## config.mk

```make
export PLATFORM = sky130hd
export DESIGN_NAME = unidade_busca
export DESIGN_NICKNAME = d
export VERILOG_FILES = /design/src/rtl/processador_pkg.sv /design/src/rtl/contador_programa.sv /design/src/rtl/unidade_busca.sv
export SDC_FILE = /design/constraint.sdc
export NUM_CORES = 1
export LEC_CHECK = 0
export CORE_MARGIN = 4
export CORE_UTILIZATION = 24
export DETAILED_ROUTE_END_ITERATION = 10
export PLACE_DENSITY_LB_ADDON = 0.2
export SYNTH_ARGS = -nofsm -noshare
export SYNTH_HDL_FRONTEND = slang
export SYNTH_HIERARCHICAL = 1
export SYNTH_SLANG_ARGS = --single-unit
export TNS_END_PERCENT = 10
```

## constraint.sdc

```tcl
create_clock -name clk -period 5 [get_ports clk]
set_clock_uncertainty 0.05 [all_clocks]
set_input_delay 1 -clock clk [delete_from_list [all_inputs] [get_ports clk]]
set_output_delay 1 -clock clk [all_outputs]
set_load 0.03 [all_outputs]
```

## src/rtl/processador_pkg.sv

```systemverilog
// Shared types and constants for the 8-bit processor pipeline.
package processador_pkg;

  localparam int unsigned INSTR_W  = 8;
  localparam int unsigned PC_W     = 8;
  localparam int unsigned OPCODE_W = 3;

  localparam logic [OPCODE_W-1:0] OP_HALT = 3'b111;

  // Fetch stage control states.
  typedef enum logic [2:0] {
    StIdle,
    StFetch,
    StDrain,
    StValid,
    StHalt
  } fetch_state_e;

endpackage

```

## src/rtl/contador_programa.sv

```systemverilog
// Program counter register: asynchronous reset, load and wrapping increment.
module contador_programa
  import processador_pkg::*;
#(
  parameter logic [PC_W-1:0] RESET_PC = 8'h00
) (
  input  logic            clk,
  input  logic            rst_n,
  input  logic            load,
  input  logic [PC_W-1:0] load_val,
  input  logic            inc,
  output logic [PC_W-1:0] pc
);

  logic [PC_W-1:0] pc_q;

  // Load has priority over increment; the increment wraps naturally at 8'hFF.
  always_ff @(posedge clk or negedge rst_n) begin
    if (!rst_n) begin
      pc_q <= RESET_PC;
    end else if (load) begin
      pc_q <= load_val;
    end else if (inc) begin
      pc_q <= pc_q + 8'd1;
    end
  end

  assign pc = pc_q;

endmodule

```

## src/rtl/unidade_busca.sv

```systemverilog
// Instruction fetch stage: PC ownership, req/ack fetch, instruction register,
// branch redirect with drain of in-flight requests, and halt.
module unidade_busca
  import processador_pkg::*;
#(
  parameter logic [PC_W-1:0]    RESET_PC   = 8'h00,
  parameter logic [INSTR_W-1:0] HALT_INSTR = {OP_HALT, 5'b00000}
) (
  input  logic                clk,
  input  logic                rst_n,
  output logic                mem_req,
  output logic [PC_W-1:0]     mem_addr,
  input  logic                mem_ack,
  input  logic [INSTR_W-1:0]  mem_rdata,
  input  logic                branch_en,
  input  logic [PC_W-1:0]     branch_target,
  input  logic                dec_ready,
  output logic                instr_valid,
  output logic [INSTR_W-1:0]  instr,
  output logic [OPCODE_W-1:0] opcode,
  output logic [1:0]          reg_sel,
  output logic [2:0]          imm3,
  output logic [PC_W-1:0]     pc,
  output logic                halted
);

  fetch_state_e       state_q;
  logic [INSTR_W-1:0] instr_q;
  logic [PC_W-1:0]    pending_q;
  logic               mem_req_q;
  logic               instr_valid_q;
  logic               halted_q;

  logic               pc_load;
  logic               pc_inc;
  logic [PC_W-1:0]    pc_load_val;
  logic [PC_W-1:0]    pc_cur;

  contador_programa #(
    .RESET_PC (RESET_PC)
  ) u_contador_programa (
    .clk      (clk),
    .rst_n    (rst_n),
    .load     (pc_load),
    .load_val (pc_load_val),
    .inc      (pc_inc),
    .pc       (pc_cur)
  );

  // PC update control; a branch during an outstanding request only moves the
  // PC once the request has been acknowledged, so mem_addr stays stable.
  always_comb begin
    pc_load     = 1'b0;
    pc_inc      = 1'b0;
    pc_load_val = branch_target;
    unique case (state_q)
      StIdle, StValid, StHalt: begin
        pc_load = branch_en;
      end
      StFetch: begin
        if (mem_ack && branch_en) begin
          pc_load = 1'b1;
        end else if (mem_ack) begin
          pc_inc = 1'b1;
        end
      end
      StDrain: begin
        if (mem_ack) begin
          pc_load = 1'b1;
          // A branch arriving with the ack is the most recent one.
          pc_load_val = branch_en ? branch_target : pending_q;
        end
      end
      default: ;
    endcase
  end

  // Fetch FSM with instruction/pending registers and registered outputs.
  always_ff @(posedge clk or negedge rst_n) begin
    if (!rst_n) begin
      state_q       <= StIdle;
      instr_q       <= '0;
      pending_q     <= '0;
      mem_req_q     <= 1'b0;
      instr_valid_q <= 1'b0;
      halted_q      <= 1'b0;
    end else begin
      unique case (state_q)
        StIdle: begin
          state_q   <= StFetch;
          mem_req_q <= 1'b1;
        end
        StFetch: begin
          if (branch_en && !mem_ack) begin
            pending_q <= branch_target;
            state_q   <= StDrain;
          end else if (mem_ack && !branch_en) begin
            instr_q       <= mem_rdata;
            state_q       <= StValid;
            mem_req_q     <= 1'b0;
            instr_valid_q <= 1'b1;
          end
          // Branch with ack: data dropped, stay in StFetch at the new PC.
        end
        StDrain: begin
          if (mem_ack) begin
            state_q <= StFetch;
          end else if (branch_en) begin
            pending_q <= branch_target;
          end
        end
        StValid: begin
          if (branch_en) begin
            state_q       <= StFetch;
            instr_valid_q <= 1'b0;
            mem_req_q     <= 1'b1;
          end else if (dec_ready) begin
            instr_valid_q <= 1'b0;
            if (instr_q == HALT_INSTR) begin
              state_q  <= StHalt;
              halted_q <= 1'b1;
            end else begin
              state_q   <= StFetch;
              mem_req_q <= 1'b1;
            end
          end
        end
        StHalt: begin
          if (branch_en) begin
            state_q   <= StFetch;
            halted_q  <= 1'b0;
            mem_req_q <= 1'b1;
          end
        end
        default: begin
          state_q       <= StIdle;
          mem_req_q     <= 1'b0;
          instr_valid_q <= 1'b0;
          halted_q      <= 1'b0;
        end
      endcase
    end
  end

  assign mem_req     = mem_req_q;
  assign mem_addr    = pc_cur;
  assign pc          = pc_cur;
  assign instr_valid = instr_valid_q;
  assign instr       = instr_q;
  assign opcode      = instr_q[7:5];
  assign reg_sel     = instr_q[4:3];
  assign imm3        = instr_q[2:0];
  assign halted      = halted_q;

endmodule

```

==> qor.yml <==
outcome: "complete, no violations"
hold_violations: 0
n_fill_cell: 795
swShare: 0.451
fp.dieH_um: 98.1
syn-num-nets: 200
ys_seq_elements: 30
root_buffer: "clkbuf_8"
cts.sinks: 30
port_buffers: 55
syn_inst: 174
grt.total_usage: 0.0970
synthFlopType: "dfrtp_1"
cts_resized: 0
clkTransAtPathRegs_ps: 70
worstSetupPathType: "in -> reg"
antenna_found_initial: 0
r2r_cells: 5
min_to: "pending_q[6]"
numCtsBuffers: 5
power_frac_clock: 0.124
ys_types: 48
syn_to_final_growth_pct: 31.1
io_pins: 56
synth_edf_count: 0
final_cell_mix: "55 x clkdlybuf4s50_1, 30 x dfrtp_1, 16 x mux2_1"
multi_input_area_mm2: 0.00101
dp_hpwl_um: 3300
initial_utilization: 0.250
cap_viol_max_count: 0
required_ps: 5170
vias: 1380
hold_class: "reg -> reg"
wire_per_inst_um: 14.2
pwr_density_cell_mw_per_mm2: 644
synth_top_area_cell: "dfrtp_1"
mostFrequentLayoutCell: "clkdlybuf4s50_1"
cp.arrival_ps: 3500
ys.warnings.count: 6
max_slew.worst_pin.slew_ps: 1150
crit_fanout: 14
fmax_mhz: 300
postCtsSetupBuffers: 0
fin_area_mm2: 0.00256
ir_drop_mv: 0.205
min_period_ps: 3330
min_from: "pending_q[6]"
period_share: 0.666
syn_avg_cell_area_um2: 11.2
r2r-start: "state_q[1]"
cts_tree: "yes"
yosysTopAreaCellShare: 0.385
core-area_mm2: 0.00781
drtPass1Iterations: 4
cts_buffer_depth: 2
pwr-share-seq: 0.305
synth_area_mm2: 0.00195
via_per_inst: 4.35
p_int_uw: 905
ys_seq_area_frac: 0.385
end_kind: "flop"
ff_latch_area_um2: 751
cts_hold_buffers: 0
grt_pass1_vias: 1412
fin_util: 0.327
rr_endpoint: "u_contador_programa/pc[7]"
final_net_count: 240
grt-ovfl-total: 0
finalMaxSlewViolations: 0
detail_route.iter0.violations: 64
setup_violations: 0
place.gp.congestion: 0.754
die_area_mm2: 0.00963
num_antenna_cells: 0
grt_setup_unrepaired: "no"
clock_latency_ps: 280
p_leak_uw: 0.00100
reg2reg_slack_ps: 2530
startpoint_type: "input port"
setup_tns_ps: 0
drive_gt1_frac: 0.149
h-tree-depth: 2
wirelength_um: 4500
slew_headroom: 0.231
ys_async_sr_fraction: 1.00
grt_max_degree: 31
detail-route-antenna-nets: 0
synth_area_leaders: "dfrtp_1 39%, mux2_1 9.2%, buf_4 6.9%"
placed_area_mm2: 0.00246
pwr-share-comb: 0.571
drc: 0
grt_pass1_wl_um: 7480
die_w_um: 98.1
whs_path_depth: 1
power.switching_uw: 742
rows: 32
## critical path, stage by stage
cell and delay, ps:
clkdlybuf4s50_1 670, inv_1 250, ha_1 170, and3_1 630, nand4_4 180, or4_1 490, nand3_1 90
## worst max-delay path by stage
stage / from / to / slack (ps) / depth (start not counted)
2_1_floorplan: branch_en / u_contador_programa/pc[5] / 2460 / 8
3_3_place_gp: branch_en / u_contador_programa/pc[5] / 1370 / 7
3_5_place_dp: branch_en / u_contador_programa/pc[6] / 1350 / 7
4_1_cts: branch_en / u_contador_programa/pc[7] / 1650 / 7
5_1_grt: branch_en / u_contador_programa/pc[6] / 1490 / 7
6_report: branch_en / u_contador_programa/pc[7] / 1670 / 7
## cells by family after synthesis
| kind of cell | share of synthesized area |
|---|---|
| muxes | 0.165 |
| and+or+nand+nor | 0.186 |
| DFF | 0.385 |
| AOI/OAI and AO/OA | 0.116 |
| adders and majority gates | 0.0321 |
| buffers and inverters | 0.0988 |
| xor gates and xnor gates | 0.0180 |
## cells in the mapped netlist (4+ instances only)
| library cell | instances |
|---|---|
| nand3_1 | 6 |
| mux2_1 | 16 |
| nor2b_1 | 4 |
| mux2_4 | 8 |
| nor2_1 | 5 |
| o21ai_0 | 10 |
| dfrtp_1 | 30 |
| nand2_1 | 11 |
| inv_1 | 6 |
| ha_1 | 5 |
| buf_4 | 18 |
## flip-flops by register name, indices dropped and copies added, names as in the netlist
register and flops:
instr_valid 1, mem_req 1, pending_q 8, instr 8
state_q 3, halted 1, u_contador_programa/pc 8
## power by group through the flow
stage	clock [uW]	combinational [uW]	sequential [uW]
global placement	0	948	509
detailed placement	0	949	506
CTS	212	953	505
finish	204	940	502
global route	222	1000	528
floorplan	0	574	604
## area by class of cell
cell class | instances | share of cell area
sequential | 30 | 0.294
timing repair buffer | 56 | 0.218
multi-input combinational | 115 | 0.394
clock buffer | 7 | 0.0338
tap | 102 | 0.0499
inverter | 6 | 0.00881
clock inverter | 1 | 0.00196
## metrics by stage
step                hold slack, ps  total power (uW)  worst slack (ps)  std cells
global route                   476              1750              1490        317
global placement               436              1460              1370        309
CTS                            460              1670              1650        317
detailed placement             437              1460              1350        309
finish                         454              1650              1670        317
floorplan                      425              1180              2460        174
## layer usage
| layer | wire, um | part of all wire | vias up | global-route usage |
|---|---|---|---|---|
| met5 | 0 | 0 | - | 0 |
| met3 | 116 | 0.026 | 6 | 0.0221 |
| met4 | 82 | 0.018 | 0 | 0.0383 |
| met2 | 1990 | 0.44 | 27 | 0.140 |
| met1 | 2320 | 0.51 | 659 | 0.139 |
| li1 | - | - | 688 | - |
(Power assumes the default switching activity.)
==> variant 1 (same flow settings) <==
Encoding of `fetch_state_e`: now one-hot (5 bits for 5 states).
--- a/src/rtl/processador_pkg.sv
+++ b/src/rtl/processador_pkg.sv
@@ -8,12 +8,12 @@
   localparam logic [OPCODE_W-1:0] OP_HALT = 3'b111;
 
   // Fetch stage control states.
-  typedef enum logic [2:0] {
-    StIdle,
-    StFetch,
-    StDrain,
-    StValid,
-    StHalt
+  typedef enum logic [4:0] {
+    StIdle  = 5'b00001,
+    StFetch = 5'b00010,
+    StDrain = 5'b00100,
+    StValid = 5'b01000,
+    StHalt  = 5'b10000
   } fetch_state_e;
 
 endpackage
Formal check against the unedited RTL: same outputs for any inputs over 10 cycles, from zero or initial values and one cycle with rst_n low; not proved beyond that.
==> variant 1 against the unedited design <==
- cell area down 2.4%
- total power decreased by 3.1%
- setup slack improved by 300 ps
- via count rose by 3.3%
- sequential cell count increased by 2
- register-to-register slack worse by 200 ps
- wire length decreased by 3.6%
- area after synthesis is 3.5% lower
- sequential share of layout area rose by 2.8 points
- critical endpoint is now u_contador_programa/pc[5]
- largest power group unchanged
==> variant 1: results (changes against the unedited design) <==
| Metric | Value |
|---|---|
| Outcome | completed |
| Layout Cells excl Fill | 319 (+0.63%) |
| CP Launch Point | branch_en |
| Fillers | 821 (+3.3%) |
| I/O Buffers | 55 (unchanged) |
| Top post-synthesis cells by area | dfrtp_1, mux2_2, buf_4 |
| First-pass GRT wire length | 7.13 mm (-4.7%) |
| RR Startpoint | state_q[4] |
| CP peak stage delay | 560 ps (-110 ps) |
| Syn_nets | 201 (+0.50%) |
| CP max FO | 9 (-5) |
| Synthesized area per cell | 10.8 sq um (-4.0%) |
| Worst min path class | reg -> reg |
| RD Place Congestion | 0.825 (+9.4%) |
| Via/cell ratio | 4.47 (+2.6%) |
| Worst R2R Path Depth | 7 (+2) |
| Post-DP HPWL | 3.23 mm (-2.1%) |
| Nets | 242 (+0.83%) |
| Max rail drop VDD | 239 uV (+17%) |
| Vias in the first global route | 1452 (+2.8%) |
| Lkg Pwr | 0.991 nW (-1.2%) |
| Int Pwr | 0.889 mW (-1.7%) |
| Hold Buf Count CTS | 0 (unchanged) |
| Synth unique cells | 44 (-8.3%) |
| Worst R2R Setup Slack | 2330 ps (-200 ps) |
| Final Util | 32.5% (-0.29 points) |
| Compound-Gate Fraction of Synth Area | 11.0% (-0.58 points) |
| Largest net degree at the start of global routing | 33 (+6.5%) |
| Mux share of post-synthesis cell area | 15.5% (-1.0 points) |
| Ys Warns | 6 (unchanged) |
| CTS root buffer | clkbuf_8 |
| Worst Setup EP | u_contador_programa/pc[5] |
| Actual slew at the worst max-slew pin | 563 ps (-582 ps) |
| Placed instance area | 2400 sq um (-2.4%) |
| Worst setup margin | 1960 ps (+295 ps) |
| Cts bufs inserted | 5 (unchanged) |
| Top post-synthesis cells by count | dfrtp_1, mux2_2, buf_4 |
| Layout cell share with drive strength beyond 1 | 17.1% (+2.2 points) |
| Place WS | 1660 ps (+311 ps) |
| Placed cells | 311 (+0.65%) |
| Ys async rst share | 100% (unchanged) |
| Post-synthesis adder-cell area fraction | 3.32% (+0.12 points) |
| Initial antenna violation count | 0 (unchanged) |
| Setup bufs post-CTS | 0 (unchanged) |
| # diodes | 0 (unchanged) |
| Total track usage | 9.96% (+0.26 points) |
| Avg WL per Cell | 13.6 um (-4.2%) |
| Clock slew at the register clock pins of the worst setup and hold paths | 70 ps (about the same) |
| Initial DRC Count | 68 (+6.3%) |
| XOR/XNOR share of the synthesized area | 2.33% (+0.53 points) |
| Post-synthesis sequential area ratio | 42.6% (+4.1 points) |
-- variant 1: final cells by class --
class	instances	area share [%]
Tap cell	102	5.12
Sequential cell	32	32.1
Timing Repair Buffer	56	22.4
Inverter	5	0.752
Multi-Input combinational cell	116	36.0
Clock buffer	8	3.61
-- variant 1: power groups by stage --
| stage | clock network, mW | logic [mW] | registers (mW) |
|---|---|---|---|
| floorplan | 0 | 0.515 | 0.618 |
| global placement | 0 | 0.892 | 0.512 |
| detailed placement | 0 | 0.891 | 0.514 |
| CTS | 0.213 | 0.895 | 0.510 |
| global route | 0.225 | 0.952 | 0.531 |
| finish | 0.204 | 0.886 | 0.505 |
-- variant 1: worst min path at each step --
stage	slack (ps)	startpoint	endpoint
after floorplan	430	pending_q[0]	pending_q[0]
after global placement	440	pending_q[6]	pending_q[6]
after detailed placement	440	pending_q[1]	pending_q[1]
after CTS	460	pending_q[1]	pending_q[1]
after global routing	470	pending_q[4]	pending_q[4]
final	450	pending_q[6]	pending_q[6]
-- variant 1: critical path: cells and delay by family --
| kind | cells | cell delay [ps] |
|---|---|---|
| adder cells (fa/ha/maj) | 1 | 160 |
| AND/OR/NAND/NOR | 4 | 970 |
| buffers and inverters | 3 | 1050 |
-- variant 1: per-layer routing --
layer,track usage (%),vias up,wire [um]
met5,0,-,0
met4,3.15,0,44
met3,2.79,4,210
met2,15.6,33,2010
met1,13.3,692,2080
li1,-,696,-
-- variant 1: cells by family after synthesis --
family / after synthesis
AOI/OAI and AO/OA: 30
xor gates and xnor gates: 5
adders and majority gates: 5
buffers and inverters: 27
DFF: 32
muxes: 26
and+or+nand+nor: 50
==> variant 2 (same flow settings) <==
Without the edit above. `PC_W`: 8 -> 12.
--- a/src/rtl/processador_pkg.sv
+++ b/src/rtl/processador_pkg.sv
@@ -2,7 +2,7 @@
 package processador_pkg;
 
   localparam int unsigned INSTR_W  = 8;
-  localparam int unsigned PC_W     = 8;
+  localparam int unsigned PC_W     = 12;
   localparam int unsigned OPCODE_W = 3;
 
   localparam logic [OPCODE_W-1:0] OP_HALT = 3'b111;
Ports: changed (resized branch_target, mem_addr and pc); port bits go from 56 to 68. No check against the original RTL was run, so the function may have changed too.
==> variant 2 against the unedited design <==
- sequential cell count rose by 8
- highest routed layer unchanged
- die area rose by 13%
- critical path depth fell by 2
- core utilization rose by 0.77 points
- total power rose by 17%
- area after synthesis rose by 14%
- cell area rose by 16%
- non-clock buffer count rose by 13
- largest cell class unchanged
- synthesized cell count rose by 20%
- setup slack improved by 230 ps
- wire length rose by 22%
==> variant 2: results (changes against the unedited design) <==
| Metric | Value |
|---|---|
| Placed cells | 355 (+15%) |
| RD Place Congestion | 0.817 (+8.4%) |
| Syn_nets | 238 (+19%) |
| Met1 WL | 2.43 mm (+5.0%) |
| Clk sinks | 38 (+27%) |
| First-pass GRT wire length | 8.99 mm (+20%) |
| Largest net degree at the start of global routing | 39 (+26%) |
| I/O Buffers | 67 (+22%) |
| M2 GR Usage | 17.4% (+3.4 points) |
| Worst Setup EP | pending_q[4] |
| Slew headroom | 31.2% (+8.1 points) |
| Hold_sp | mem_req |
| Compound-Gate Fraction of Synth Area | 10.4% (-1.1 points) |
| Worst Path Arrival | 3220 ps (-280 ps) |
| Grt met3 use | 1.99% (-0.23 points) |
| Lkg Pwr | 1.15 nW (+14%) |
| Mux share of post-synthesis cell area | 16.7% (+0.17 points) |
| Nets | 284 (+18%) |
| Met2 WL | 2.82 mm (+42%) |
| Worst R2R Setup Slack | 2570 ps (+40 ps) |
| Global routing usage on met1 | 12.9% (-1.0 points) |
| Clock slew at the register clock pins of the worst setup and hold paths | 90 ps (+20 ps) |
| Post-DP HPWL | 4.12 mm (+25%) |
| Min-Delay Endpoint | mem_req |
| Layout cell share with drive strength beyond 1 | 18.4% (+3.5 points) |
| Metal3 WL | 183 um (+58%) |
| Post-synthesis sequential area ratio | 42.8% (+4.3 points) |
| Vias in the first global route | 1700 (+20%) |
| Max rail drop VDD | 250 uV (+22%) |
| Post-synthesis adder-cell area fraction | 2.82% (-0.39 points) |
| Worst setup margin | 1900 ps (+229 ps) |
| Top post-synthesis cells by count | dfrtp_1, mux2_2, buf_4 |
| CP peak stage delay | 790 ps (+120 ps) |
| Outcome | completed |
| Place WS | 1610 ps (+265 ps) |
-- variant 2: cell count changes in the layout (fill, tap and decap cells not counted), sizes merged, moves of 3 or more --
cell / delta
a31oi: +5
clkdlybuf4s50: +11
dfrtp: +8
mux2: +7
nor2: +4
nor2b: -3
o31ai: +3
or3b: -3
or4: +3
-- variant 2: final cells by class --
cell class,instances,area [sq um],area share [%]
inverters,7,26.3,0.886
repair buffers,69,681,23.0
well taps,108,135,4.56
multi-input cells,133,1030,34.9
flip-flops and latches,38,951,32.1
clock inverters,3,68.8,2.32
clock buffers,5,68.8,2.32
-- variant 2: stage by stage --
stage | hold WS (ps) | power (mW)
floorplan | 427 | 1.29
global placement | 414 | 1.62
detailed placement | 421 | 1.62
CTS | 441 | 1.95
global route | 465 | 2.04
finish | 434 | 1.92
-- variant 2: power by group --
group	internal (mW)	total (mW)	switching, mW
clock network	0.200	0.319	0.119
registers	0.447	0.610	0.164
logic	0.445	0.989	0.544
total	1.09	1.92	0.827
